$ cat config.mk
export PLATFORM = sky130hd
export DESIGN_NAME = bitmap_index_encoder
export DESIGN_NICKNAME = d
export VERILOG_FILES = /design/src/rtl/bitmap_index_encoder.sv
export SDC_FILE = /design/constraint.sdc
export NUM_CORES = 1
export LEC_CHECK = 0
export ABC_CLOCK_PERIOD_IN_PS = 3030
export CAP_MARGIN = 20
export CELL_PAD_IN_SITES_DETAIL_PLACEMENT = 1
export CELL_PAD_IN_SITES_GLOBAL_PLACEMENT = 1
export CORE_AREA = 3 3 47 49
export CTS_CLUSTER_SIZE = 20
export DETAILED_ROUTE_END_ITERATION = 10
export DIE_AREA = 0 0 50 52
export PLACE_DENSITY_LB_ADDON = 0.1
export SLEW_MARGIN = 20
export SYNTH_ARGS = -nofsm -noshare
export SYNTH_HDL_FRONTEND = slang
export SYNTH_SLANG_ARGS = --single-unit
$ cat constraint.sdc
create_clock -name clk -period 3.03 [get_ports clk]
set_input_delay 0.7575 -clock clk [delete_from_list [all_inputs] [get_ports clk]]
set_output_delay 0.7575 -clock clk [all_outputs]
set_load 0.03 [all_outputs]
$ cat src/rtl/bitmap_index_encoder.sv
// bitmap_index_encoder
// Accepts a WIDTH-bit vector over valid/ready and serially emits the index of
// every set bit, lowest index first, flagging the final index of each vector.
// An all-zero vector is accepted and dropped, and a one-cycle zero_pulse marks it.
module bitmap_index_encoder #(
    parameter int WIDTH = 8,
    parameter int IDX_W = 3
) (
    input  logic             clk,
    input  logic             reset,
    input  logic             in_valid,
    output logic             in_ready,
    input  logic [WIDTH-1:0] in_vec,
    output logic             out_valid,
    input  logic             out_ready,
    output logic [IDX_W-1:0] out_idx,
    output logic             out_last,
    output logic             zero_pulse
);

    typedef enum logic {
        IDLE = 1'b0,
        EMIT = 1'b1
    } state_t;

    state_t           r_state;
    logic [WIDTH-1:0] r_pending;
    logic             r_zero_pulse;

    logic [WIDTH-1:0] w_low_onehot;
    logic [IDX_W-1:0] w_low_idx;
    logic             w_single;
    logic             w_accept;
    logic             w_beat;

    // Isolate the lowest set bit of pending: a bit survives only if every
    // lower bit is clear.
    genvar gi;
    generate
        for (gi = 0; gi < WIDTH; gi++) begin : g_low
            if (gi == 0) begin : g_first
                assign w_low_onehot[gi] = r_pending[gi];
            end else begin : g_rest
                assign w_low_onehot[gi] = r_pending[gi] & ~(|r_pending[gi-1:0]);
            end
        end
    endgenerate

    // Encode the isolated one-hot bit into its unsigned position.
    always_comb begin
        w_low_idx = '0;
        for (int i = 0; i < WIDTH; i++) begin
            if (w_low_onehot[i]) begin
                w_low_idx = w_low_idx | IDX_W'(i);
            end
        end
    end

    // Exactly one bit left means the current beat is the vector's last.
    assign w_single = (r_pending != '0) && ((r_pending & (r_pending - 1'b1)) == '0);

    assign in_ready   = (r_state == IDLE) && !reset;
    assign out_valid  = (r_state == EMIT);
    assign out_idx    = out_valid ? w_low_idx : '0;
    assign out_last   = out_valid && w_single;
    assign zero_pulse = r_zero_pulse;

    assign w_accept = in_valid && in_ready;
    assign w_beat   = out_valid && out_ready;

    // Capture vectors in IDLE and retire one set bit per accepted beat in EMIT.
    always_ff @(posedge clk) begin
        if (reset) begin
            r_state      <= IDLE;
            r_pending    <= '0;
            r_zero_pulse <= 1'b0;
        end else begin
            r_zero_pulse <= 1'b0;
            case (r_state)
                IDLE: begin
                    if (w_accept) begin
                        if (in_vec != '0) begin
                            r_pending <= in_vec;
                            r_state   <= EMIT;
                        end else begin
                            r_zero_pulse <= 1'b1;
                        end
                    end
                end
                EMIT: begin
                    if (w_beat) begin
                        r_pending <= r_pending & ~w_low_onehot;
                        if (w_single) begin
                            r_state <= IDLE;
                        end
                    end
                end
                default: begin
                    r_state <= IDLE;
                end
            endcase
        end
    end

endmodule

Word-level counts from Yosys, hierarchy flattened
Index checks and enable logic that the tools add are counted.
{"block": "totals", "register_bits": 10, "output_inout_bits": 7, "input_bits": 12, "elab_cells": 61}
{"block": "classes", "eq_ne": 3, "n_bitwise": 19, "muxes": 18, "n_reduce_logical": 17, "n_addsub": 1}
{"op": "8-bit two-way mux", "n": 3}
{"op": "8-bit AND", "n": 2}
{"op": "8-bit case mux with 2 select lines", "n": 1}
{"op": "8-bit nonzero test", "n": 2}
{"op": "3-bit two-way mux", "n": 5}
{"op": "1-bit NOT", "n": 9}
{"op": "8-bit logical NOT", "n": 1}
{"op": "8-bit NOT", "n": 1}
{"op": "8-bit by 1-bit subtractor with 8-bit output (second input constant)", "n": 1}
{"op": "1-bit AND", "n": 7}
{"op": "7-bit OR reduction", "n": 1}
{"op": "1-bit two-way mux", "n": 6}
{"op": "3-bit OR reduction", "n": 2}
{"op": "6-bit OR reduction", "n": 1}
{"op": "1-bit logical AND", "n": 5}
{"op": "5-bit OR reduction", "n": 1}
{"op": "2-bit two-way mux", "n": 2}
{"op": "2-bit by 1-bit != test with 1-bit output (second input constant)", "n": 2}
{"op": "4-bit OR reduction", "n": 1}
{"op": "3-bit AND reduction", "n": 1}
{"op": "2-bit != test (second input constant)", "n": 1}
{"op": "1-bit case mux with 2 select lines", "n": 1}
{"op": "2-bit OR reduction", "n": 1}
{"op": "1-bit logical NOT", "n": 1}

Depth between registers and ports, before layout
Gate-level depths: netlist of the first run.
{"block": "depth", "word_depth": 10, "ltp_mapped": 5, "mapped_depth_nobuf": 4}

Least setup slack after synthesis of the first run
Ideal clock, no wire load.
{"block": "synth_path", "kind": "register to output", "startpoint": "register r_pending[0]", "endpoint": "output out_idx[0]", "required_time_ps": 2273, "path_buffers": 1, "path_stages_with_launch": 6, "arrival_ps": 1737, "path_slack_ps": 535, "path_cell_list": "dfxtp_1 or4_1 buf_2 nor4_4 nand2_1 a21oi_1"}
{"block": "synth_via", "elab_chain_len": 10, "word_cells_on_any_way": 19, "classes_between": "mux (8); bitwise (8); reduce/logical (3)"}
{"item": "from (decl)", "line_no": "27", "source": "logic [WIDTH-1:0] r_pending;"}
{"item": "from (signal assigned)", "line_no": "83", "source": "r_pending <= in_vec;"}
{"item": "from (signal assigned)", "line_no": "92", "source": "r_pending <= r_pending & ~w_low_onehot;"}
{"item": "1-bit NOT", "line_no": "44", "source": "assign w_low_onehot[gi] = r_pending[gi] & ~(|r_pending[gi-1:0]);"}
{"item": "1-bit AND", "line_no": "44"}
{"item": "1-bit two-way mux", "line_no": "53", "source": "if (w_low_onehot[i]) begin"}
{"item": "2-bit two-way mux (2 in a row)", "line_no": "53"}
{"item": "3-bit two-way mux (3 in a row)", "line_no": "53"}
{"item": "3-bit two-way mux (*)", "line_no": "53"}
{"item": "3-bit two-way mux (*)", "line_no": "64", "source": "assign out_idx = out_valid ? w_low_idx : '0;"}
{"item": "to (decl)", "line_no": "16", "source": "output logic [IDX_W-1:0] out_idx,"}
Every way passes the cells marked *; elsewhere a longest branch is shown, timed or not.

Worst setup path after layout of the first run
{"block": "layout_path", "startpoint": "register r_pending[0]", "endpoint": "output out_idx[2]"}
{"block": "layout_via", "elab_chain_len": 8, "word_cells_on_any_way": 17, "classes_between": "mux (5); bitwise (8); reduce/logical (4)"}
{"item": "4-bit OR reduction", "line_no": "44"}
{"item": "1-bit NOT", "line_no": "44"}
{"item": "1-bit AND", "line_no": "44"}
{"item": "3-bit two-way mux (3 in a row)", "line_no": "53"}
{"item": "3-bit two-way mux (*)", "line_no": "53"}
{"item": "3-bit two-way mux (*)", "line_no": "64"}
Marked as above.

==> results.yml, run 1 <==
run_status:
  status: "complete, no violations"
floorplanning:
  die_area_mm2: 0.00260
  io_pins: 19
  die_h_um: 52
  core_mm2: 0.00190
  die_w_um: 50
  initial_core_util_pct: 33.2
  rows: 16
synthesis:
  syn_area_um2: 632
  ys_seq_area_share_pct: 31.7
  yosys.cell_types.count: 32
  yosys_warnings: 0
  syn_inst: 74
  yosys_register_bits: 10
  async_flop_share_pct: 0
  synth.top_cells.by_area: "dfxtp_1 32%, a32o_1 11%, nor3_1 4.0%, o21ai_0 4.0%, o22ai_1 4.0%"
  synth_xor_area_share_pct: 1.39
  synth_top_family_by_area: "compound AO/OA/AOI/OAI gates"
  yosys.area_share.simple_pct: 23.6
  synthMuxAreaShare_pct: 0
  synth_area_per_cell_um2: 8.54
  syn_nets: 86
  synth_edf_count: 0
  synth_top_area_cell: "dfxtp_1"
  synth_compound_area_share_pct: 34.5
  synthAdderAreaFrac_pct: 1.58
  synth_top_area_share_pct: 31.7
  synthFlopType: "dfxtp_1"
clock_tree:
  clockRootBuffer: "clkbuf_4"
  cts_buffers: 3
  clk_pin_slew_worst_paths_ns: 0.07
  cts_tree: "done"
  cts_setup_buffers: 0
  clock_sinks: 10
  clk_latency_ns: 0.27
  htree_levels: 1
  clockBufferDepth: 2
  post_cts_hold_buffer_count: 0
timing:
  skew_ns: 0.000374
  setup_viol: 0
  fin_crit_ns: 2.94
  worst_pin_slew_ns: 0.430
  relSlewSlack_pct: 71.1
  fmax_mhz: 340
  finalMaxSlewViolations: 0
  rsz0062_at_grt: "false"
  period_share_pct: 97.2
  tns_ns: 0
  hold_viol: 0
worst_setup_path:
  setup.worst_path.class: "flop to output port"
  cp-end-kind: "output port"
  r2r-end: "r_pending[7]$_SDFFE_PP0P_"
  critPathArrivalTime_ns: 2.19
  timing.critical_path.to: "out_idx[2]"
  ff2ff_path_depth: 4
  cp-start-kind: "flop"
  regToRegStartpoint: "r_pending[0]$_SDFFE_PP0P_"
  critPathLaunch: "r_pending[0]$_SDFFE_PP0P_"
  r2r_slack_ns: 1.31
  cp_max_fo: 7
  cp.required_ns: 2.27
flow_run:
  cap_violations: 0
route:
  routed_wl_um: 1760
  drt-initial-drc-count: 11
  drc: 0
  drt-wirelength-per-cell_um: 14.4
  dr_total_vias: 666
  drt_pre_antenna_iters: 4
  routed_via_density: 5.46
  ant_nets: 0
cells_and_area:
  nFillCells: 237
  synthToLayoutAreaGrowth_pct: 41.0
  layout.nets: 108
  final_cell_count_no_fill: 122
  drive_gt1_share_pct: 14.7
  num_antenna_cells: 0
  mostFrequentLayoutCell: "clkdlybuf4s50_1"
  final_cell_mix: "16 x clkdlybuf4s50_1, 10 x dfxtp_1, 7 x a32o_1"
global_route:
  grtUsageTotal_pct: 15.5
  grt_max_degree: 12
  antenna_found_initial: 0
  grt_pass1_vias: 658
  grt_pass1_wl_um: 3020
  grt.overflow.total: 0
placed_design:
  hpwl_um: 1350
  gp_congestion: 0.770
  port_buffers: 18
  place_inst: 118
pwr:
  peakVddDrop_v: 0.000275
  power_density_mw_per_mm2: 468
  p_leak_nw: 0.337
hold_path:
  min_path_type: "flop to flop"
[cells in the mapped netlist, drive strengths merged (2+ instances only)]
master,count
buf,3
nor2,4
a21oi,2
a32o,8
and3,2
o21ai,8
dfxtp,10
o31ai,2
nor4,4
o22ai,4
nand2,3
inv,2
nor3,5
clkbuf,4
[final cells by class]
class | count | area [um2] | share of cell area, %
clock buffer | 4 | 36.3 | 4.07
inverter | 3 | 11.3 | 1.26
multi-input combinational | 54 | 385 | 43.3
sequential | 10 | 200 | 22.5
tap | 27 | 33.8 | 3.79
timing repair buffer | 24 | 224 | 25.1
[registers in the layout (all words and copies together), names as in the netlist]
signal	flops
r_pending	8
zero_pulse	1
out_valid	1
[worst min path at each step]
| stage | from | to | slack (ns) | cells after the start |
|---|---|---|---|---|
| after global routing | r_pending[3]$_SDFFE_PP0P_ | r_pending[3]$_SDFFE_PP0P_ | 0.65 | 2 |
| after floorplan | r_pending[3]$_SDFFE_PP0P_ | r_pending[3]$_SDFFE_PP0P_ | 0.56 | 1 |
| final | r_pending[3]$_SDFFE_PP0P_ | r_pending[3]$_SDFFE_PP0P_ | 0.63 | 2 |
| after global placement | r_pending[1]$_SDFFE_PP0P_ | r_pending[1]$_SDFFE_PP0P_ | 0.61 | 2 |
| after CTS | r_pending[3]$_SDFFE_PP0P_ | r_pending[3]$_SDFFE_PP0P_ | 0.63 | 2 |
| after detailed placement | r_pending[3]$_SDFFE_PP0P_ | r_pending[3]$_SDFFE_PP0P_ | 0.61 | 2 |
[where the power goes]
part           switching, mW  leakage, nW  internal (mW)
clock network         0.0507       0.0210         0.0730
logic                 0.0715        0.233         0.0653
registers             0.0144       0.0823          0.142
total                  0.137        0.337          0.280
[cell families after synthesis]
family	after synthesis
adders and majority gates	1
xor gates and xnor gates	1
DFF	10
AOI/OAI and AO/OA	29
buffers and inverters	10
and+or+nand+nor	23
[metal layers]
metal	GRT usage, %	part of all wire [%]	vias to the layer above
li1	-	-	334
met1	20.0	50	313
met2	24.8	45	14
met3	2.58	2.7	5
met4	7.37	1.6	0
met5	0	0	-
[critical path, cell delays in order, from the launching register on]
cell and delay, ns:
dfxtp_1 0.31, or4_1 0.68, nor3_1 0.23, clkdlybuf4s50_1 0.70
[through the flow]
stage | power, mW | hold slack, ns | worst slack (ns) | utilization (%) | cell area, um2
2_1_floorplan | 0.246 | 0.558 | 0.535 | - | 632
3_3_place_gp | 0.295 | 0.612 | 0.146 | 45.0 | 856
3_5_place_dp | 0.297 | 0.614 | 0.110 | 45.0 | 856
4_1_cts | 0.421 | 0.632 | 0.0730 | 46.8 | 890
5_1_grt | 0.439 | 0.654 | 0.0180 | 46.8 | 891
6_report | 0.417 | 0.628 | 0.0851 | 46.8 | 891
[timing repair]
action	4_1_cts	5_1_grt
gates resized for setup	2	1
setup endpoints to repair	2	1
pin swaps	0	0
No activity file was read; power rests on OpenSTA's default activity.
==> inputs of run 2 (changes only) <==
Settings changed: CTS_CLUSTER_SIZE 20 to not set, SETUP_SLACK_MARGIN set to 0.02.
==> run 2 against run 1 <==
Net effect:
- sequential power barely moved
- sequential share of layout area down 0.094 points
- clock power about the same
- register-to-register slack better by 0.04 ns
- global-route usage unchanged
- setup slack improved by 0.12 ns
- largest cell class unchanged
==> results.yml, run 2 (synthesis results as in run 1) <==
pwr:
  power_switching_mw: 0.138
  p_leak_nw: 0.337
  p_sw_share_pct: 32.8
  combPwrFrac_pct: 33.3
  p_int_mw: 0.283
  peakVddDrop_v: 0.000276
  power_density_mw_per_mm2: 470
  clkPwrFrac_pct: 29.5
  seqPwrFrac_pct: 37.3
route:
  routed_wl_um: 1800
  drt-initial-drc-count: 7
  drt-wirelength-per-cell_um: 14.7
  dr_total_vias: 669
  routed_via_density: 5.48
  ant_nets: 0
  drc: 0
  drt_pre_antenna_iters: 4
clock_tree:
  clk_latency_ns: 0.27
  cts_tree: "done"
  clockBufferDepth: 2
  clock_sinks: 10
  htree_levels: 1
  cts_buffers: 3
  clk_pin_slew_worst_paths_ns: 0.07
  clockRootBuffer: "clkbuf_4"
  cts_setup_buffers: 0
worst_setup_path:
  cp_num_buf_inv: 1
  critPathArrivalTime_ns: 2.07
  cp-end-kind: "output port"
  crit_chain: "or4_4, nor3_1, clkdlybuf4s50_1"
  cp_max_fo: 7
  critPathTopFamily: "simple AND/OR/NAND/NOR gates"
  cp.required_ns: 2.27
  cp-start-kind: "flop"
  crit_slowest_cell: "clkdlybuf4s50_1"
  setup.worst_path.class: "flop to output port"
  cp_slowest_stage_delay_ns: 0.69
  r2r_slack_ns: 1.35
global_route:
  grt_max_degree: 12
  use_met1_pct: 20.0
  grt.overflow.total: 0
  grt_util_met3_pct: 2.58
  grtUsageTotal_pct: 15.5
  antenna_found_initial: 0
  gr-usage-met2_pct: 24.8
  grt_pass1_vias: 658
  busiest_layer: "met2"
  grt_pass1_wl_um: 3020
placed_design:
  port_buffers: 18
  place_area_um2: 856
  place_inst: 118
  hpwl_um: 1350
  dp_worst_setup_slack_ns: 0.110
  gp_congestion: 0.770
cells_and_area:
  num_antenna_cells: 0
  final_cell_mix: "16 x clkdlybuf4s50_1, 10 x dfxtp_1, 7 x a32o_1"
  regMostFlops: "r_pending"
  layout.nets: 108
  synthToLayoutAreaGrowth_pct: 41.6
  drive_gt1_share_pct: 15.8
  mostFrequentLayoutCell: "clkdlybuf4s50_1"
  final_cell_count_no_fill: 122
  nFillCells: 235
  fin_area_um2: 895
  largest_reg_flops: 8
floorplanning:
  core_mm2: 0.00190
  die_h_um: 52
  io_pins: 19
  initial_core_util_pct: 33.2
  die_area_mm2: 0.00260
  die_w_um: 50
  rows: 16
timing:
  tns_ns: 0
  setup_slack_ns: 0.204
  period_share_pct: 93.3
  finalMaxSlewViolations: 0
  setup_viol: 0
  fmax_mhz: 354
  fin_crit_ns: 2.83
  rsz0062_at_grt: "false"
  skew_ns: 0.00104
  relSlewSlack_pct: 69.9
  hold_viol: 0
  worst_pin_slew_ns: 0.449
hold_path:
  min_path_type: "flop to flop"
flow_run:
  cap_violations: 0
run_status:
  status: "complete, no violations"
-- run 2: per-stage QoR --
| step | utilization (%) | hold WS [ns] | power, mW |
|---|---|---|---|
| 3_3_place_gp | 45.0 | 0.612 | 0.295 |
| 5_1_grt | 47.0 | 0.664 | 0.441 |
| 4_1_cts | 46.8 | 0.632 | 0.421 |
| 2_1_floorplan | - | 0.558 | 0.246 |
| 3_5_place_dp | 45.0 | 0.614 | 0.297 |
| 6_report | 47.0 | 0.641 | 0.421 |
-- run 2: path summary, 6_finish.rpt --
| kind | startpoint | endpoint | cells past startpoint |
|---|---|---|---|
| worst max-delay path | r_pending[0]$_SDFFE_PP0P_ | out_idx[2] | 3 |
| worst min register to register | r_pending[3]$_SDFFE_PP0P_ | r_pending[3]$_SDFFE_PP0P_ | 2 |
| worst max register to register | out_valid$_SDFF_PP0_ | r_pending[6]$_SDFFE_PP0P_ | 5 |
| worst min-delay path | r_pending[3]$_SDFFE_PP0P_ | r_pending[3]$_SDFFE_PP0P_ | 2 |
-- run 2: repair_timing --
item	CTS	global route
resized for setup	2	2
endpoints found under the setup margin	2	1
hold buffers	0	0
pin swaps	0	0
-- run 2: power groups by stage --
| stage | sequential [mW] | clock (mW) | combinational (mW) |
|---|---|---|---|
| floorplan | 0.156 | 0 | 0.0904 |
| global placement | 0.159 | 0 | 0.136 |
| detailed placement | 0.160 | 0 | 0.138 |
| CTS | 0.156 | 0.127 | 0.138 |
| global route | 0.159 | 0.129 | 0.154 |
| finish | 0.157 | 0.124 | 0.140 |
-- run 2: worst register-to-register path, stage by stage, from the launching register on --
cell	delay (ns)
dfxtp_1	0.31
buf_4	0.17
nor3b_4	0.21
a21boi_2	0.43
o22ai_1	0.17
a32o_1	0.28
-- run 2: layout make-up --
| cell class | instances | area [um2] | share of cell area (%) |
|---|---|---|---|
| Sequential cell | 10 | 200 | 22.4 |
| Clock buffer | 4 | 36.3 | 4.06 |
| Multi-Input combinational cell | 54 | 389 | 43.5 |
| Timing Repair Buffer | 24 | 224 | 25.0 |
| Inverter | 3 | 11.3 | 1.26 |
| Tap cell | 27 | 33.8 | 3.78 |
-- run 2: metal layers --
metal,vias to the layer above,wire [um]
li1,333,-
met1,316,878
met2,15,828
met3,5,60
met4,0,29
met5,-,0
